File: config.mk
export PLATFORM = sky130hd
export DESIGN_NAME = db_top_info_ctrl
export DESIGN_NICKNAME = d
export VERILOG_FILES = /design/src/rtl/db_defines.sv /design/src/rtl/db_top_info_ctrl.sv
export SDC_FILE = /design/constraint.sdc
export NUM_CORES = 1
export LEC_CHECK = 0
export CORE_AREA = 2 2 95 97
export DETAILED_ROUTE_END_ITERATION = 16
export DIE_AREA = 0 0 97 99
export PLACE_DENSITY_LB_ADDON = 0.12
export SLEW_MARGIN = 20
export SYNTH_ARGS = -nofsm -noshare
export SYNTH_HDL_FRONTEND = slang
export SYNTH_SLANG_ARGS = --single-unit
File: constraint.sdc
create_clock -name clk -period 6.15 [get_ports clk]
set_input_delay 1.23 -clock clk [delete_from_list [all_inputs] [get_ports clk]]
set_output_delay 1.23 -clock clk [all_outputs]
set_load 0.01 [all_outputs]
File: src/rtl/db_defines.sv
// Shared constants and types for the deblocking-filter top-neighbour info path.
//   DB_INFO_W : width of one top-neighbour info word (matches the RAM word)
//   DB_IDX_W  : 4x4-column index width, 16 columns per 64-pixel LCU
//   DB_LCUX_W : LCU-column index width; DB_LCUX_W + DB_IDX_W is the RAM address width
package db_defines;

   localparam int unsigned DB_INFO_W = 20;
   localparam int unsigned DB_IDX_W  = 4;
   localparam int unsigned DB_LCUX_W = 3;

   typedef enum logic [1:0] {
      StIdle  = 2'd0,
      StRead  = 2'd1,
      StDrain = 2'd2,
      StWrite = 2'd3
   } db_state_e;

endpackage

File: src/rtl/db_top_info_ctrl.sv
// Port-A sequencer of the top-neighbour info RAM.
// On an LCU start it reads the 16 stored top-neighbour words of that LCU column and
// streams them to the filter, then collects the 16 bottom-row words the filter
// produces and writes them back to the same addresses for the next LCU row.
//
// Ports
//   clk, rst                 : clock, asynchronous active-high reset
//   start_i, lcu_x_i,
//   first_row_i              : LCU start pulse with its column and top-row flag
//   top_valid_o, top_idx_o,
//   top_info_o               : delivered top-neighbour word stream
//   upd_valid_i, upd_idx_i,
//   upd_info_i               : bottom-row words from the filter
//   done_o                   : pulse once all 16 columns have been written
//   err_o                    : sticky, an update arrived outside the write phase
//   cena_o, oena_o, wena_o,
//   addra_o, dataa_o, dataa_i: RAM port A (enables active-low, read data one cycle late)
module db_top_info_ctrl
   import db_defines::*;
#(
   parameter int unsigned INFO_W = DB_INFO_W,
   parameter int unsigned IDX_W  = DB_IDX_W,
   parameter int unsigned LCUX_W = DB_LCUX_W
) (
   input  logic                      clk,
   input  logic                      rst,
   input  logic                      start_i,
   input  logic [LCUX_W-1:0]         lcu_x_i,
   input  logic                      first_row_i,
   output logic                      top_valid_o,
   output logic [IDX_W-1:0]          top_idx_o,
   output logic [INFO_W-1:0]         top_info_o,
   input  logic                      upd_valid_i,
   input  logic [IDX_W-1:0]          upd_idx_i,
   input  logic [INFO_W-1:0]         upd_info_i,
   output logic                      done_o,
   output logic                      err_o,
   output logic                      cena_o,
   output logic                      oena_o,
   output logic                      wena_o,
   output logic [LCUX_W+IDX_W-1:0]   addra_o,
   output logic [INFO_W-1:0]         dataa_o,
   input  logic [INFO_W-1:0]         dataa_i
);

   localparam int unsigned AddrW  = LCUX_W + IDX_W;
   localparam int unsigned NumCol = 1 << IDX_W;

   db_state_e           state_q, state_d;
   logic [LCUX_W-1:0]   base_q, base_d;
   logic                first_row_q, first_row_d;
   logic [IDX_W-1:0]    rd_cnt_q, rd_cnt_d;
   logic [NumCol-1:0]   wr_mask_q, wr_mask_d;
   logic                err_q, err_d;
   logic                done_q, done_d;
   logic                cena_q, cena_d;
   logic                oena_q, oena_d;
   logic                wena_q, wena_d;
   logic [AddrW-1:0]    addra_q, addra_d;
   logic [INFO_W-1:0]   dataa_q, dataa_d;
   logic                top_valid_q, top_valid_d;
   logic [IDX_W-1:0]    top_idx_q, top_idx_d;

   always_comb begin
      state_d     = state_q;
      base_d      = base_q;
      first_row_d = first_row_q;
      rd_cnt_d    = rd_cnt_q;
      wr_mask_d   = wr_mask_q;
      done_d      = 1'b0;
      // RAM port is released unless this cycle's decision drives it
      cena_d      = 1'b1;
      oena_d      = 1'b1;
      wena_d      = 1'b1;
      addra_d     = addra_q;
      dataa_d     = dataa_q;
      // Read data returns one cycle after the address, so the stream is a delayed
      // copy of the read phase and its counter.
      top_valid_d = (state_q == StRead);
      top_idx_d   = rd_cnt_q;
      // Updates outside the write phase are dropped and flagged
      err_d       = err_q | (upd_valid_i && (state_q != StWrite));

      unique case (state_q)
         StIdle: begin
            if (start_i) begin
               state_d     = StRead;
               base_d      = lcu_x_i;
               first_row_d = first_row_i;
               rd_cnt_d    = '0;
               wr_mask_d   = '0;
               // Top LCU row has no stored neighbours: keep the RAM idle
               cena_d      = first_row_i;
               oena_d      = first_row_i;
               addra_d     = {lcu_x_i, {IDX_W{1'b0}}};
            end
         end
         StRead: begin
            rd_cnt_d = rd_cnt_q + 1'b1;
            if (rd_cnt_q == {IDX_W{1'b1}}) begin
               state_d = StDrain;
            end else begin
               cena_d  = first_row_q;
               oena_d  = first_row_q;
               addra_d = {base_q, rd_cnt_d};
            end
         end
         StDrain: begin
            state_d = StWrite;
         end
         StWrite: begin
            if (upd_valid_i) begin
               cena_d               = 1'b0;
               wena_d               = 1'b0;
               addra_d              = {base_q, upd_idx_i};
               dataa_d              = upd_info_i;
               wr_mask_d[upd_idx_i] = 1'b1;
               if (&wr_mask_d) begin
                  state_d = StIdle;
                  done_d  = 1'b1;
               end
            end
         end
         default: begin
            state_d = StIdle;
         end
      endcase
   end

   always_ff @(posedge clk or posedge rst) begin
      if (rst) begin
         state_q     <= StIdle;
         base_q      <= '0;
         first_row_q <= 1'b0;
         rd_cnt_q    <= '0;
         wr_mask_q   <= '0;
         err_q       <= 1'b0;
         done_q      <= 1'b0;
         cena_q      <= 1'b1;
         oena_q      <= 1'b1;
         wena_q      <= 1'b1;
         addra_q     <= '0;
         dataa_q     <= '0;
         top_valid_q <= 1'b0;
         top_idx_q   <= '0;
      end else begin
         state_q     <= state_d;
         base_q      <= base_d;
         first_row_q <= first_row_d;
         rd_cnt_q    <= rd_cnt_d;
         wr_mask_q   <= wr_mask_d;
         err_q       <= err_d;
         done_q      <= done_d;
         cena_q      <= cena_d;
         oena_q      <= oena_d;
         wena_q      <= wena_d;
         addra_q     <= addra_d;
         dataa_q     <= dataa_d;
         top_valid_q <= top_valid_d;
         top_idx_q   <= top_idx_d;
      end
   end

   assign top_valid_o = top_valid_q;
   assign top_idx_o   = top_idx_q;
   // First-row words are forced to zero; nothing valid reads as zero too
   assign top_info_o  = (top_valid_q && !first_row_q) ? dataa_i : '0;
   assign done_o      = done_q;
   assign err_o       = err_q;
   assign cena_o      = cena_q;
   assign oena_o      = oena_q;
   assign wena_o      = wena_q;
   assign addra_o     = addra_q;
   assign dataa_o     = dataa_q;

endmodule

# Yosys cells after proc, flatten, opt, wreduce, memory -nomap -nowiden
# Index checks and enable logic that the tools add are counted.
# op_classes
n_addsub,1
order_cmp,2
eq_ne,10
muxes,26
n_bitwise,2
n_reduce_logical,15
# op_table
cell,n
2-to-1 mux 16 bit,2
one-hot mux 16 bit (2 select lines),1
2-to-1 mux 7 bit,3
one-hot mux 7 bit (3 select lines),1
2-to-1 mux 20 bit,1
OR 16 bit,1
AND reduction 16 bit,1
"!= test 2 bit, second input constant",5
2-to-1 mux 1 bit,8
2-to-1 mux 2 bit,4
one-hot mux 2 bit (4 select lines),1
one-hot mux 4 bit (2 select lines),1
AND reduction 4 bit,2
AND reduction 2 bit,3
"less-than comparator 4 x 5 -> 1 bit, second input constant",1
"adder 4 x 1 -> 4 bit, second input constant",1
demux 1 bit (select 4 bit),1
"== test 2 bit, second input constant",2
"== test 4 bit, second input constant",1
">= comparator 4 x 1 -> 1 bit, second input constant",1
2-to-1 mux 4 bit,1
nonzero test 2 bit,2
logical AND 1 bit,3
one-hot mux 1 bit (3 select lines),1
8 further kinds,8
# totals
reg_bits,63
out_inout_bits,57

# Logic depth before layout (Yosys ltp)
# depth
depth_word,9
ltp_mapped,8
mapped_depth_nobuf,7

# Worst setup path before layout
# Ideal clock, no wire load.
# synth_timing
path_type,input -> register
start,in upd_idx_i[3]
end,reg state_q[0]
arrival_ns,2.612
slack_ns,3.451
cell_stages,6
path_buffers,1
path_cell_list,buf_6 > nor2_2 > nand3_1 > a22o_1 > or4_4 > o211ai_1
# synth_between
elab_chain_cells,8
word_cells_on_any_way,9
classes_between,2 x order compare; 1 x eq/ne; 2 x mux; 1 x bitwise; 3 x reduce/logical
# synth_lines
element,line_no,rtl
from (decl),db_top_info_ctrl.sv:34,"input logic [IDX_W-1:0] upd_idx_i,"
less-than comparator 4 x 5 -> 1 bit (not written as such) / >= comparator 4 x 1 -> 1 bit (equally long branches),db_top_info_ctrl.sv:117,wr_mask_d[upd_idx_i] = 1'b1;
logical AND 1 bit (not written as such),db_top_info_ctrl.sv:117,
2-to-1 mux 1 bit (not written as such),db_top_info_ctrl.sv:117,
demux 1 bit (select 4 bit) *,db_top_info_ctrl.sv:117,
OR 16 bit (no source line) *,-,
AND reduction 16 bit *,db_top_info_ctrl.sv:118,if (&wr_mask_d) begin
!= test 2 bit (no source line) *,-,
AND reduction 4 bit (no source line) *,-,
to (signal assigned),db_top_info_ctrl.sv:132,state_q <= StIdle;
to (signal assigned),db_top_info_ctrl.sv:147,state_q <= state_d;
to (decl),db_top_info_ctrl.sv:49,"db_state_e state_q, state_d;"
# Mark *: on every way between the ends. The rest lies on a longest branch, timed or not.
# A chain may end at the register's enable or synchronous reset.

# Final worst setup path
# layout_timing
start,in dataa_i[19]
end,out top_info_o[19]
# layout_between
elab_chain_cells,1
# layout_lines
element,line_no,rtl
from (decl),db_top_info_ctrl.sv:43,input logic [INFO_W-1:0] dataa_i
2-to-1 mux 20 bit,db_top_info_ctrl.sv:167,assign top_info_o = (top_valid_q && !first_row_q) ? dataa_i : '0;
to (decl),db_top_info_ctrl.sv:32,"output logic [INFO_W-1:0] top_info_o,"
# Every way passes these cells.

==> impl_metrics.prom <==
# TYPE chip_impl_metric gauge
chip_impl_info{name="outcome",value="finished clean"} 1
chip_impl_metric{name="reg2reg_setup_slack",unit="ns"} 3.93
chip_impl_metric{name="worstRegToRegCells",unit=""} 3
chip_impl_metric{name="postSynthRegisterBits",unit=""} 63
chip_impl_info{name="crit_path_frequent_cell",value="sky130_fd_sc_hd__clkdlybuf4s50_1"} 1
chip_impl_metric{name="number_of_buffers_added_by_the_clock_tree_synthesis_step",unit=""} 9
chip_impl_metric{name="grt_usage",unit=""} 0.155
chip_impl_metric{name="routabilityCongestion",unit=""} 0.828
chip_impl_metric{name="finish.net_count",unit=""} 434
chip_impl_metric{name="grt_max_degree",unit=""} 64
chip_impl_metric{name="fp.dieArea",unit="mm²"} 0.00960
chip_impl_metric{name="max-slew-margin-rel",unit=""} 0.389
chip_impl_metric{name="antenna_found_initial",unit=""} 0
chip_impl_info{name="rr_endpoint",value="dataa_o[6]"} 1
chip_impl_metric{name="clock_latency",unit="ns"} 0.35
chip_impl_metric{name="synth.avg_cell_area",unit="µm²"} 11.0
chip_impl_info{name="critical_path.top_delay_family",value="buffers and inverters"} 1
chip_impl_metric{name="port_buffers",unit=""} 108
chip_impl_info{name="cp_cell_sequence",value="clkdlybuf4s50_1 > and2_1 > clkdlybuf4s50_1"} 1
chip_impl_metric{name="cellPowerDensity",unit="mW/mm²"} 436
chip_impl_metric{name="peakVddDrop",unit="mV"} 0.135
chip_impl_metric{name="worstMarginPinSlew",unit="ns"} 0.914
chip_impl_metric{name="critPathMaxFanout",unit=""} 1
chip_impl_metric{name="final_min_period_over_clock_period",unit=""} 0.580
chip_impl_metric{name="finalClockSkew",unit="ns"} 0.0128
chip_impl_info{name="critPathSlowestCell",value="sky130_fd_sc_hd__clkdlybuf4s50_1"} 1
chip_impl_metric{name="num_vias",unit=""} 2374
chip_impl_metric{name="worst-endpoint-arrival",unit="ns"} 2.34
chip_impl_metric{name="register_area_share_after_synthesis",unit=""} 0.534
chip_impl_metric{name="worst_setup_hold_path_clk_slew",unit="ns"} 0.07
chip_impl_metric{name="cts-htree-levels",unit=""} 3
chip_impl_metric{name="post-route-cell-area",unit="mm²"} 0.00431
chip_impl_info{name="tritoncts",value="done"} 1
chip_impl_metric{name="antenna_cells",unit=""} 0
chip_impl_metric{name="post_dp_cell_area",unit="mm²"} 0.00412
chip_impl_metric{name="floorplan.die.height",unit="µm"} 99
chip_impl_metric{name="drive_above_1_share",unit=""} 0.128
chip_impl_info{name="grt_setup_unrepaired",value="false"} 1
chip_impl_metric{name="critical_path_buf_inv_count",unit=""} 2
chip_impl_metric{name="flow.area_growth_from_synthesis",unit="%"} 45.7
chip_impl_metric{name="syn_area",unit="mm²"} 0.00296
chip_impl_metric{name="drt.antenna.violating_nets",unit=""} 0
chip_impl_metric{name="finalNonFillerCells",unit=""} 490
chip_impl_info{name="min_to",value="err_o"} 1
chip_impl_metric{name="grt_pass1_vias",unit=""} 2258
chip_impl_metric{name="worst_path_required_time",unit="ns"} 4.92
chip_impl_metric{name="timing.final.setup_violations",unit=""} 0
chip_impl_metric{name="overflow",unit=""} 0
chip_impl_metric{name="holdBufCountCts",unit=""} 0
chip_impl_info{name="worstSetupStartpointType",value="primary input"} 1
chip_impl_metric{name="detail_route.first_pass.iterations",unit=""} 4
chip_impl_metric{name="grt_first_pass_wirelength",unit="µm"} 11700
chip_impl_info{name="holdCritPathClass",value="register to register"} 1
chip_impl_metric{name="floorplan.io_pins",unit=""} 109
chip_impl_info{name="hold_start",value="err_o"} 1
chip_impl_metric{name="synthesis.nets",unit=""} 325
chip_impl_metric{name="floorplan.rows",unit=""} 34
chip_impl_metric{name="cts_post_setup_buffers_inserted",unit=""} 0
chip_impl_metric{name="synthCells",unit=""} 268
chip_impl_metric{name="drt_iter0_markers",unit=""} 124
chip_impl_metric{name="initial_utilization",unit=""} 0.346
chip_impl_metric{name="placed_cells_incl_taps",unit=""} 474
chip_impl_info{name="layout_common_cells",value="sky130_fd_sc_hd__clkdlybuf4s50_1, sky130_fd_sc_hd__dfrtp_1, sky130_fd_sc_hd__nor2_1"} 1
chip_impl_info{name="crit_path_end_kind",value="primary output"} 1
chip_impl_metric{name="post_drt_wl_per_cell",unit="µm"} 14.6
chip_impl_metric{name="ys_types",unit=""} 43
chip_impl_metric{name="fin_crit",unit="ns"} 3.57
chip_impl_metric{name="yosysWarnings",unit=""} 0
chip_impl_metric{name="core-area",unit="mm²"} 0.00855
chip_impl_metric{name="fin_setup_tns",unit="ns"} 0
chip_impl_metric{name="static_leakage_power",unit="nW"} 1.81
chip_impl_metric{name="number_of_max_slew_violations_in_the_final_report",unit=""} 0
chip_impl_metric{name="finalWirelength",unit="µm"} 7160
chip_impl_metric{name="fin_total_pwr",unit="mW"} 1.88
chip_impl_metric{name="die_width",unit="µm"} 97
chip_impl_metric{name="clockBufferDepth",unit=""} 2
chip_impl_metric{name="drv.max_cap_violation_count",unit=""} 0
chip_impl_info{name="r2r-start",value="state_q[0]"} 1
chip_impl_metric{name="ctsResizeCount",unit=""} 0
chip_impl_metric{name="clock-sinks",unit=""} 63
chip_impl_metric{name="drc_violation_count_after_routing",unit=""} 0
chip_impl_metric{name="max_clock_freq",unit="GHz"} 0.280
chip_impl_metric{name="worst_hold_path.num_cells",unit=""} 1
chip_impl_info{name="cts_root_buffer",value="sky130_fd_sc_hd__clkbuf_8"} 1
chip_impl_metric{name="cp_slowest_stage_delay",unit="ns"} 0.55
chip_impl_metric{name="fin_hold_ws",unit="ns"} 0.454
chip_impl_metric{name="finalHoldViolations",unit=""} 0
chip_impl_info{name="path_class",value="primary input to primary output"} 1
chip_impl_metric{name="routed_via_density",unit=""} 4.84
chip_impl_info{name="layout_commonest_cell",value="sky130_fd_sc_hd__clkdlybuf4s50_1"} 1
chip_impl_metric{name="detailedPlacementHpwl",unit="µm"} 5190
Yosys cell counts (all sizes together):
cell type,number,area (µm²)
dfrtp,60,1500
nor2,28,108
mux2,24,270
and2,21,131
a21oi,19,95.1
o21ai,13,65.1
nand3,12,60.1
a22o,11,96.3
nand2,11,41.3
buf,7,53.8
inv,6,22.5
clkbuf,5,18.8
ha,5,62.6
and4b,4,41.3
mux2i,4,40.0
a22oi,3,22.5
and2b,3,22.5
dfstp,3,78.8
nand2b,3,18.8
nor2b,3,18.8
and4bb,2,25.0
nand4,2,12.5
nor3b,2,15.0
o211ai,2,15.0
o41ai,2,17.5
a211oi,1,7.51
a21o,1,7.51
a31oi,1,6.26
a32o,1,10.0
and3,1,6.26
nand3b,1,7.51
nor3,1,5.00
nor4b,1,8.76
nor4bb,1,10.0
o21a,1,7.51
or4,1,11.3
xnor2,1,8.76
xor2,1,8.76
final cells by class:
cell class,count,area [µm²]
Clock buffer,12,145
Multi-Input combinational cell,187,1280
Clock inverter,4,47.5
Tap cell,108,135
Sequential cell,63,1580
Inverter,6,22.5
Timing Repair Buffer,110,1100
Fill cell,807,4240
cell families (layout without fill, tap and decap cells):
kind of cell | count (synthesis) | count (layout) | share of synthesized area
and+or+nand+nor | 97 | 97 | 0.184
DFF | 63 | 63 | 0.534
AOI/OAI and AO/OA | 55 | 55 | 0.118
muxes | 28 | 28 | 0.105
buffers and inverters | 18 | 132 | 0.0321
adders and majority gates | 5 | 5 | 0.0211
xor gates and xnor gates | 2 | 2 | 0.00592
registers in the layout, summed over array words and instances, names as in the netlist:
signal       count
addra_o          7
base_q           3
cena_o           1
dataa_o         20
done_o           1
err_o            1
first_row_q      1
oena_o           1
rd_cnt_q         4
state_q          2
top_idx_o        4
top_valid_o      1
wena_o           1
wr_mask_q       16
routing by layer:
layer / vias up / global-route usage / share of wire
met5: - / 0 / 0
met4: 0 / 0.0650 / 0.016
met3: 9 / 0.0426 / 0.054
met2: 73 / 0.241 / 0.49
met1: 1124 / 0.204 / 0.44
li1: 1168 / - / -
through the flow:
| stage | worst slack (ns) | util |
|---|---|---|
| finish | 2.58 | 0.504 |
| global placement | 2.58 | 0.482 |
| global route | 2.48 | 0.504 |
| CTS | 2.57 | 0.504 |
| detailed placement | 2.57 | 0.482 |
| floorplan | 3.36 | - |
worst register-to-register path, delay by kind of cell (launching register included):
kind          cells  cell delay (ns)
simple gates      1             0.63
flops             1             0.51
mux               1             0.50
fa+ha+maj         1             0.47
how the worst max path moves through the flow:
stage / from / endpoint / slack [ns] / depth (start not counted)
floorplan: rst / addra_o[0] / 3.36 / 1
global placement: dataa_i[18] / top_info_o[18] / 2.58 / 3
detailed placement: dataa_i[18] / top_info_o[18] / 2.57 / 3
CTS: dataa_i[18] / top_info_o[18] / 2.57 / 3
global route: first_row_q / top_info_o[12] / 2.48 / 3
finish: dataa_i[19] / top_info_o[19] / 2.58 / 3
where the power goes:
part           internal (mW)  switching (mW)  leakage [nW]
Sequential             0.588          0.0929         0.785
Combinational          0.469           0.372         0.931
Clock                  0.197           0.161        0.0964
Total                   1.25           0.626          1.81
No activity file was read; power rests on OpenSTA's default activity.
